--- src/rtl/agnmt_burst_sched.sv ---
// agnmt_burst_sched: two-requester round-robin scheduler for the AGNMT
// N-pulse / MT-period burst generator. Loads one {N, MT} command at a time,
// gates the generator ce, counts end_PW pulses to completion and reports
// done / id / err per command, with a ce-tick watchdog guarding RUN.
// Optional feature: define AGNMT_SCHED_GAP_EN to insert GAP idle ce ticks
// between bursts.
module agnmt_burst_sched #(
    parameter int unsigned       W     = 11,
    parameter int unsigned       TMO_W = 16,
    parameter logic [TMO_W-1:0]  TMO   = 16'd4000,
    parameter int unsigned       GAP   = 4
) (
    input  logic         clk,
    input  logic         rst_n,
    input  logic         ce,
    input  logic         req0_valid,
    input  logic [W-1:0] req0_n,
    input  logic [W-1:0] req0_mt,
    output logic         req0_ready,
    input  logic         req1_valid,
    input  logic [W-1:0] req1_n,
    input  logic [W-1:0] req1_mt,
    output logic         req1_ready,
    output logic [W-1:0] gen_n,
    output logic [W-1:0] gen_mt,
    output logic         gen_clr,
    output logic         gen_ce,
    input  logic         gen_end_pw,
    output logic         busy,
    output logic         done,
    output logic         done_id,
    output logic         done_err
);

    typedef enum logic [2:0] {
        S_IDLE = 3'd0,
        S_LOAD = 3'd1,
        S_RUN  = 3'd2,
        S_FIN  = 3'd3,
        S_GAP  = 3'd4
    } state_t;

`ifdef AGNMT_SCHED_GAP_EN
    localparam int unsigned GAP_W = (GAP > 1) ? $clog2(GAP) : 1;
    logic [GAP_W-1:0] gap_cnt, gap_cnt_nxt;
`endif

    state_t           state, state_nxt;
    logic [W-1:0]     gen_n_nxt, gen_mt_nxt;
    logic [W-1:0]     pcnt, pcnt_nxt, pcnt_inc;
    logic [TMO_W-1:0] wdog, wdog_nxt, wdog_sat;
    logic             id, id_nxt;
    logic             err, err_nxt;
    logic             last_grant, last_grant_nxt;
    logic             gen_clr_nxt, done_nxt, done_id_nxt, done_err_nxt;
    logic             grant_valid, grant_id;

    // Round-robin arbitration: a lone requester wins, a tie goes to the one not granted last
    always_comb begin
        grant_valid = (state == S_IDLE) && (req0_valid || req1_valid);
        grant_id    = (req0_valid && req1_valid) ? ~last_grant : req1_valid;
        req0_ready  = grant_valid && !grant_id;
        req1_ready  = grant_valid && grant_id;
        gen_ce      = ce && (state == S_RUN);
        busy        = (state != S_IDLE);
        pcnt_inc    = W'(pcnt + W'(1));
        wdog_sat    = (wdog == '1) ? wdog : TMO_W'(wdog + TMO_W'(1));
    end

    // Next-state and next-register values
    always_comb begin
        state_nxt      = state;
        gen_n_nxt      = gen_n;
        gen_mt_nxt     = gen_mt;
        pcnt_nxt       = pcnt;
        wdog_nxt       = wdog;
        id_nxt         = id;
        err_nxt        = err;
        last_grant_nxt = last_grant;
`ifdef AGNMT_SCHED_GAP_EN
        gap_cnt_nxt    = gap_cnt;
`endif
        case (state)
            S_IDLE: begin
                if (grant_valid) begin
                    gen_n_nxt      = grant_id ? req1_n  : req0_n;
                    gen_mt_nxt     = grant_id ? req1_mt : req0_mt;
                    id_nxt         = grant_id;
                    last_grant_nxt = grant_id;
                    state_nxt      = S_LOAD;
                end
            end
            S_LOAD: begin
                pcnt_nxt = '0;
                wdog_nxt = '0;
                if ((gen_n == '0) || (gen_mt == '0)) begin
                    err_nxt   = 1'b1;
                    state_nxt = S_FIN;
                end else begin
                    err_nxt   = 1'b0;
                    state_nxt = S_RUN;
                end
            end
            S_RUN: begin
                // An end_PW tick never feeds the watchdog, so completion naturally has priority
                if (gen_end_pw) begin
                    pcnt_nxt = pcnt_inc;
                    if (pcnt_inc == gen_n) begin
                        err_nxt   = 1'b0;
                        state_nxt = S_FIN;
                    end
                end else if (ce) begin
                    wdog_nxt = wdog_sat;
                    if (wdog_sat >= TMO) begin
                        err_nxt   = 1'b1;
                        state_nxt = S_FIN;
                    end
                end
            end
            S_FIN: begin
`ifdef AGNMT_SCHED_GAP_EN
                if (GAP > 0) begin
                    gap_cnt_nxt = '0;
                    state_nxt   = S_GAP;
                end else begin
                    state_nxt   = S_IDLE;
                end
`else
                state_nxt = S_IDLE;
`endif
            end
`ifdef AGNMT_SCHED_GAP_EN
            S_GAP: begin
                if (ce) begin
                    if (gap_cnt == GAP_W'(GAP - 1)) begin
                        state_nxt = S_IDLE;
                    end else begin
                        gap_cnt_nxt = GAP_W'(gap_cnt + GAP_W'(1));
                    end
                end
            end
`endif
            default: begin
                state_nxt = S_IDLE;
            end
        endcase

        // Strobes are registered from the upcoming state so they align with LOAD / FIN
        gen_clr_nxt  = (state_nxt == S_LOAD);
        done_nxt     = (state_nxt == S_FIN);
        done_id_nxt  = (state_nxt == S_FIN) ? id_nxt  : 1'b0;
        done_err_nxt = (state_nxt == S_FIN) ? err_nxt : 1'b0;
    end

    // State and datapath registers with synchronous active-low reset
    always_ff @(posedge clk) begin
        if (!rst_n) begin
            state      <= S_IDLE;
            gen_n      <= '0;
            gen_mt     <= '0;
            pcnt       <= '0;
            wdog       <= '0;
            id         <= 1'b0;
            err        <= 1'b0;
            last_grant <= 1'b1;
            gen_clr    <= 1'b0;
            done       <= 1'b0;
            done_id    <= 1'b0;
            done_err   <= 1'b0;
`ifdef AGNMT_SCHED_GAP_EN
            gap_cnt    <= '0;
`endif
        end else begin
            state      <= state_nxt;
            gen_n      <= gen_n_nxt;
            gen_mt     <= gen_mt_nxt;
            pcnt       <= pcnt_nxt;
            wdog       <= wdog_nxt;
            id         <= id_nxt;
            err        <= err_nxt;
            last_grant <= last_grant_nxt;
            gen_clr    <= gen_clr_nxt;
            done       <= done_nxt;
            done_id    <= done_id_nxt;
            done_err   <= done_err_nxt;
`ifdef AGNMT_SCHED_GAP_EN
            gap_cnt    <= gap_cnt_nxt;
`endif
        end
    end

endmodule

--- config.mk ---
export PLATFORM = sky130hd
export DESIGN_NAME = agnmt_burst_sched
export DESIGN_NICKNAME = d
export VERILOG_FILES = /design/src/rtl/agnmt_burst_sched.sv
export SDC_FILE = /design/constraint.sdc
export NUM_CORES = 1
export LEC_CHECK = 0
export CORE_ASPECT_RATIO = 1.5
export CORE_MARGIN = 1
export CORE_UTILIZATION = 28
export CTS_BUF_LIST = sky130_fd_sc_hd__clkbuf_8 sky130_fd_sc_hd__clkbuf_16
export CTS_CLUSTER_DIAMETER = 120
export DETAILED_ROUTE_END_ITERATION = 16
export GPL_ROUTABILITY_DRIVEN = 0
export PLACE_DENSITY = 0.52
export SKIP_LAST_GASP = 1
export SLEW_MARGIN = 20
export SYNTH_ARGS = -nofsm -noshare
export SYNTH_HDL_FRONTEND = slang
export SYNTH_SLANG_ARGS = --single-unit
export TNS_END_PERCENT = 100
--- constraint.sdc ---
create_clock -name clk -period 3.1 [get_ports clk]
set_input_delay 0.62 -clock clk [delete_from_list [all_inputs] [get_ports clk]]
set_output_delay 0.62 -clock clk [all_outputs]
set_load 0.02 [all_outputs]
# ---- Yosys cells after proc, flatten, opt, wreduce, memory -nomap -nowiden
# Cells that the tools add are included.
dict set report totals {
  word_cells 66
  in_bits 50
  mem_bits_rw 0
  romBits 0
  latchBits 0
  mem_count 0
  regBits 59
  out_inout_bits 30
}
dict set report op_classes {
  n_div 0
  n_lt_le_gt_ge 1
  add_sub_neg 2
  muxes 24
  n_reduce_logical 17
  bitwise 1
  multipliers 0
  n_eq_ne 9
  shift 0
}
# op n
set ops {}
lappend ops {{$mux W16} 3}
lappend ops {{$mux W11} 3}
lappend ops {{$pmux W16 S2} 1}
lappend ops {{$logic_not A11 Y1} 2}
lappend ops {{$pmux W11 S2} 1}
lappend ops {{$add A16 B1 Y16 const B} 1}
lappend ops {{$eq A16 B16 Y1 const B} 1}
lappend ops {{$ge A16 B12 Y1 const B} 1}
lappend ops {{$mux W3} 5}
lappend ops {{$add A11 B1 Y11 const B} 1}
lappend ops {{$eq A11 B11 Y1} 1}
lappend ops {{$mux W1} 9}
lappend ops {{$pmux W3 S3} 1}
lappend ops {{$eq A3 B1 Y1 const B} 2}
lappend ops {{$eq A3 B2 Y1 const B} 2}
lappend ops {{$ne A2 B2 Y1 const B} 3}
lappend ops {{$reduce_and A2 Y1} 3}
lappend ops {{$logic_and A1 B1 Y1} 5}
lappend ops {{$logic_not A3 Y1} 1}
lappend ops {{$reduce_and A3 Y1} 1}
lappend ops {{$reduce_bool A3 Y1} 1}
lappend ops {{$logic_or A1 B1 Y1} 2}
lappend ops {{$pmux W1 S2} 1}
lappend ops {{$reduce_bool A2 Y1} 1}
lappend ops {{other kinds (2)} 2}

# ---- Logic depth before layout (Yosys ltp)
dict set report depth {
  ltp_word 9
  ltp_mapped 9
  ltp_nobuf 8
}

# ---- Worst setup path before layout
# Ideal clock, no wire load.
dict set report synth_timing {
  path_kind {reg2out}
  startpoint {reg state[1]}
  endpoint {out req1_ready}
  n_path_buf 1
  stages_incl_launch_ff 5
  arrival_ps 1745
  required_ps 2480
  path_slack_ps 735
  cell_sequence {dfxtp_1 -> nor3_1 -> inv_1 -> a211oi_1 -> clkbuf_1}
}
dict set report synth_via {
  elab_chain_cells 3
}
# element line
set synth_lines {}
lappend synth_lines {{start, declared} 48} ;# state_t state, state_nxt;
lappend synth_lines {{start signal, assigned} 174} ;# state <= state_nxt;
lappend synth_lines {{$logic_not A3 Y1} 60} ;# grant_valid = (state == S_IDLE) && (req0_valid || req1_valid);
lappend synth_lines {{$logic_and A1 B1 Y1} 60}
lappend synth_lines {{$logic_and A1 B1 Y1} 63} ;# req1_ready = grant_valid && grant_id;
lappend synth_lines {{end, declared} 23} ;# output logic req1_ready,
# Every way passes these cells.

# ---- Final worst setup path
# Same ends and word-level chain as after synthesis.

==> results by group <==
Cells and area
  • Share of post-route cells with drive strength above 1: 7.02%
  • Final nets: 518
  • Antenna diode count: 0
  • Util after Layout: 40.2%
  • Final instance area: 4400 sq um
  • Most frequent standard cell in the layout excluding fill and tap cells: clkdlybuf4s50_1
  • Layout area overhead: 40.4%
  • Highest-count cells in the layout ignoring fill and taps: clkdlybuf4s50_1 (79), dfxtp_1 (59), nor2_1 (52)

Synthesis
  • Area contributors post-synth: dfxtp_1 (38%), a222oi_1 (7.0%), nor2_1 (6.2%)
  • Synth top area share: 37.7%
  • Ys async rst share: 0%
  • Post-synthesis cell area: 3130 sq um
  • Adder and majority cell fraction of the synthesized area: 0.798%
  • Share of synthesized area occupied by flip-flops and latches: 37.7%
  • Post-synthesis compound-gate area fraction: 25.3%
  • Total number of yosys warnings: 0
  • Portion of netlist area occupied by mux cells: 0.998%
  • Post-Syn Nets: 438
  • Count of mapped cells out of synthesis: 386
  • Post-synthesis xor/xnor area fraction: 3.35%
  • Per-instance average area after synthesis: 8.12 sq um
  • Cell type with the largest total area after synthesis: dfxtp_1
  • Distinct cell type count after synthesis: 56
  • Synth Area in Simple Gates: 27.7%
  • Most frequently used flop master after synthesis: dfxtp_1
  • Post-synth EDFFs: 0
  • Flops & latches, synth: 59
  • Dominant combinational cell family by area after synthesis: simple AND/OR/NAND/NOR gates

Die
  • Floorplan die width: 88.4 um
  • Io pins: 80
  • Die boundary height: 132 um
  • Std cell rows: 47
  • Effective utilization at floorplan: 28.7%
  • Overall die area: 11600 sq um
  • Floorplan core area: 10900 sq um

Power
  • IR drop worst, VDD: 0.000285 V
  • Power per unit of standard cell area: 472 nW/um^2
  • Reported leakage power: 1.55 nW

Placement
  • DPL Wire Length: 7.54 mm
  • Cell Area, Placed: 4100 sq um
  • Setup WS pre-CTS: 304 ps
  • Number of input and output port buffers inserted: 79

Route
  • Drt pass-1 iters: 6
  • DR vias: 3392
  • Iteration-0 DRC Markers: 291
  • # DRC: 0
  • Via-to-Cell Ratio: 5.50
  • Final routed wirelength across all metal layers: 10.4 mm
  • DRT antenna net count: 0
  • Post-detailed-route wirelength per cell: 16.8 um

Global routing
  • Pin count of the biggest net entering global routing: 34
  • GRT overflow: 0
  • Global-route wire length before repair: 17.2 mm
  • Antenna violations before repair: 0
  • Global router's overall resource usage: 19.1%
  • Via count of the first global-routing pass: 3466

STA
  • Share of the clock period used by the worst path: 93.1%
  • Hold slack: 490 ps
  • Max Clock Freq: 0.346 GHz
  • Actual transition at the worst max-transition pin: 977 ps
  • Sum of negative setup slack: 0 ps
  • Final hold violations: 0
  • RSZ-0062 raised after global routing: false
  • Max-slew violation count: 0
  • Slew Limit Headroom: 33.2%
  • Number of failing setup endpoints in the final timing report: 0
  • Minimum clock period after layout: 2890 ps
  • Fin Clk Skew: 3.85 ps
  • Post-route worst setup slack: 213 ps

CTS
  • Clock latency at the later pin of the worst-skew pair: 320 ps
  • Clock slew at the register clock pins of the worst setup and hold paths: 50 ps
  • Cts-stage hold buffer count: 0
  • Resized Gates After CTS: 0
  • Cts bufs inserted: 9
  • Number of buffers inserted to repair setup after CTS: 0
  • Clock Tree Root: clkbuf_16
  • TritonCTS clock tree: built
  • Maximum number of buffers from clock root to sink: 2
  • Total number of H-tree levels: 3
  • Number of sinks on the clock net: 59

Critical path
  • Startpoint class of the critical path: register
  • Arrival time reported for the critical path endpoint: 2270 ps
  • Worst path cell trace: nor3_1, inv_1, a211oi_2, clkdlybuf4s50_1
  • Crit end category: output port
  • Cell at the slowest stage of the critical path: clkdlybuf4s50_1
  • Critical Path Max Stage Delay: 680 ps
  • CP required: 2480 ps
  • Crit path kind: register to output port
  • Maximum net fanout on the critical path: 7

Status
  • Result of the run: completed

Worst hold path
  • Worst min-delay path class: register to register

Job
  • Number of max-capacitance violations reported: 0
area by class of cell:
cell class	count	area, sq um
Clock buffer	11	253
Sequential cell	59	1180
Clock inverter	4	42.5
Fill cell	1144	6540
Tap cell	147	184
Multi-Input combinational cell	298	1830
Inverter	10	37.5
Timing Repair Buffer	88	871
cells by family after synthesis:
| family | Yosys count |
|---|---|
| compound gates | 111 |
| xor+xnor | 12 |
| fa+ha+maj | 2 |
| buf+inv | 29 |
| flops | 59 |
| mux | 3 |
| other cells | 1 |
| simple gates | 169 |
worst paths after layout:
kind / from / end / slack (ps) / depth (start not counted)
worst max register to register: pcnt[2]$_SDFFE_PN0P_ / done_err$_SDFF_PN0_ / 500 / 7
worst min register to register: id$_SDFF_PN0_ / id$_SDFF_PN0_ / 490 / 2
worst max-delay path: state[1]$_SDFF_PN0_ / req1_ready / 210 / 4
worst min-delay path: id$_SDFF_PN0_ / id$_SDFF_PN0_ / 490 / 2
cell usage after synthesis, types with 2 or more instances:
| master | number |
|---|---|
| xor2_1 | 5 |
| nor2_1 | 52 |
| a31oi_1 | 9 |
| nor2b_1 | 2 |
| o21ai_0 | 18 |
| nor4_1 | 9 |
| nand2_1 | 30 |
| buf_2 | 3 |
| and4_1 | 3 |
| o22ai_1 | 2 |
| nand3_1 | 19 |
| dfxtp_1 | 59 |
| mux2i_1 | 2 |
| buf_6 | 2 |
| and2_1 | 3 |
| and3_1 | 5 |
| a211oi_1 | 5 |
| a21o_1 | 3 |
| inv_1 | 9 |
| or3_1 | 5 |
| a21oi_1 | 26 |
| nand4_1 | 9 |
| o211ai_1 | 6 |
| a222oi_1 | 22 |
| a22oi_1 | 3 |
| nor3_1 | 12 |
| ha_1 | 2 |
| nand2b_1 | 8 |
| xnor2_1 | 7 |
| clkbuf_1 | 14 |
| a311oi_1 | 6 |
| a41oi_1 | 2 |
worst max-delay path: cells and delay by family, from the launching register on:
kind / cells / cell delay (ps)
buffers and inverters: 2 / 830
AND/OR/NAND/NOR: 1 / 390
flip-flops: 1 / 360
AO/OA/AOI/OAI: 1 / 360
through the flow:
step	power (W)	std cells
after floorplan	0.000951	386
after global placement	0.00111	602
after detailed placement	0.00111	602
after CTS	0.00210	617
after global routing	0.00216	617
final	0.00208	617
where the power goes:
group	internal, W	switching [W]
Clock	0.000653	0.000331
Sequential	0.000785	0.0000265
Combinational	0.000147	0.000133
Total	0.00159	0.000491
layer usage:
layer / wire [um] / share of wire (%) / vias up / global-route usage (%)
li1: - / - / 1647 / -
met1: 4110 / 40 / 1595 / 21.9
met2: 5320 / 51 / 132 / 32.4
met3: 618 / 6.0 / 18 / 4.21
met4: 316 / 3.0 / 0 / 9.77
met5: 0 / 0 / - / 0
state kept, by name (all words and copies together) (netlist names):
register,count
wdog,16
gen_mt,11
gen_n,11
pcnt,11
state,3
done,1
done_err,1
done_id,1
err,1
gen_clr,1
id,1
last_grant,1
Power figures use the tool's default switching activity.
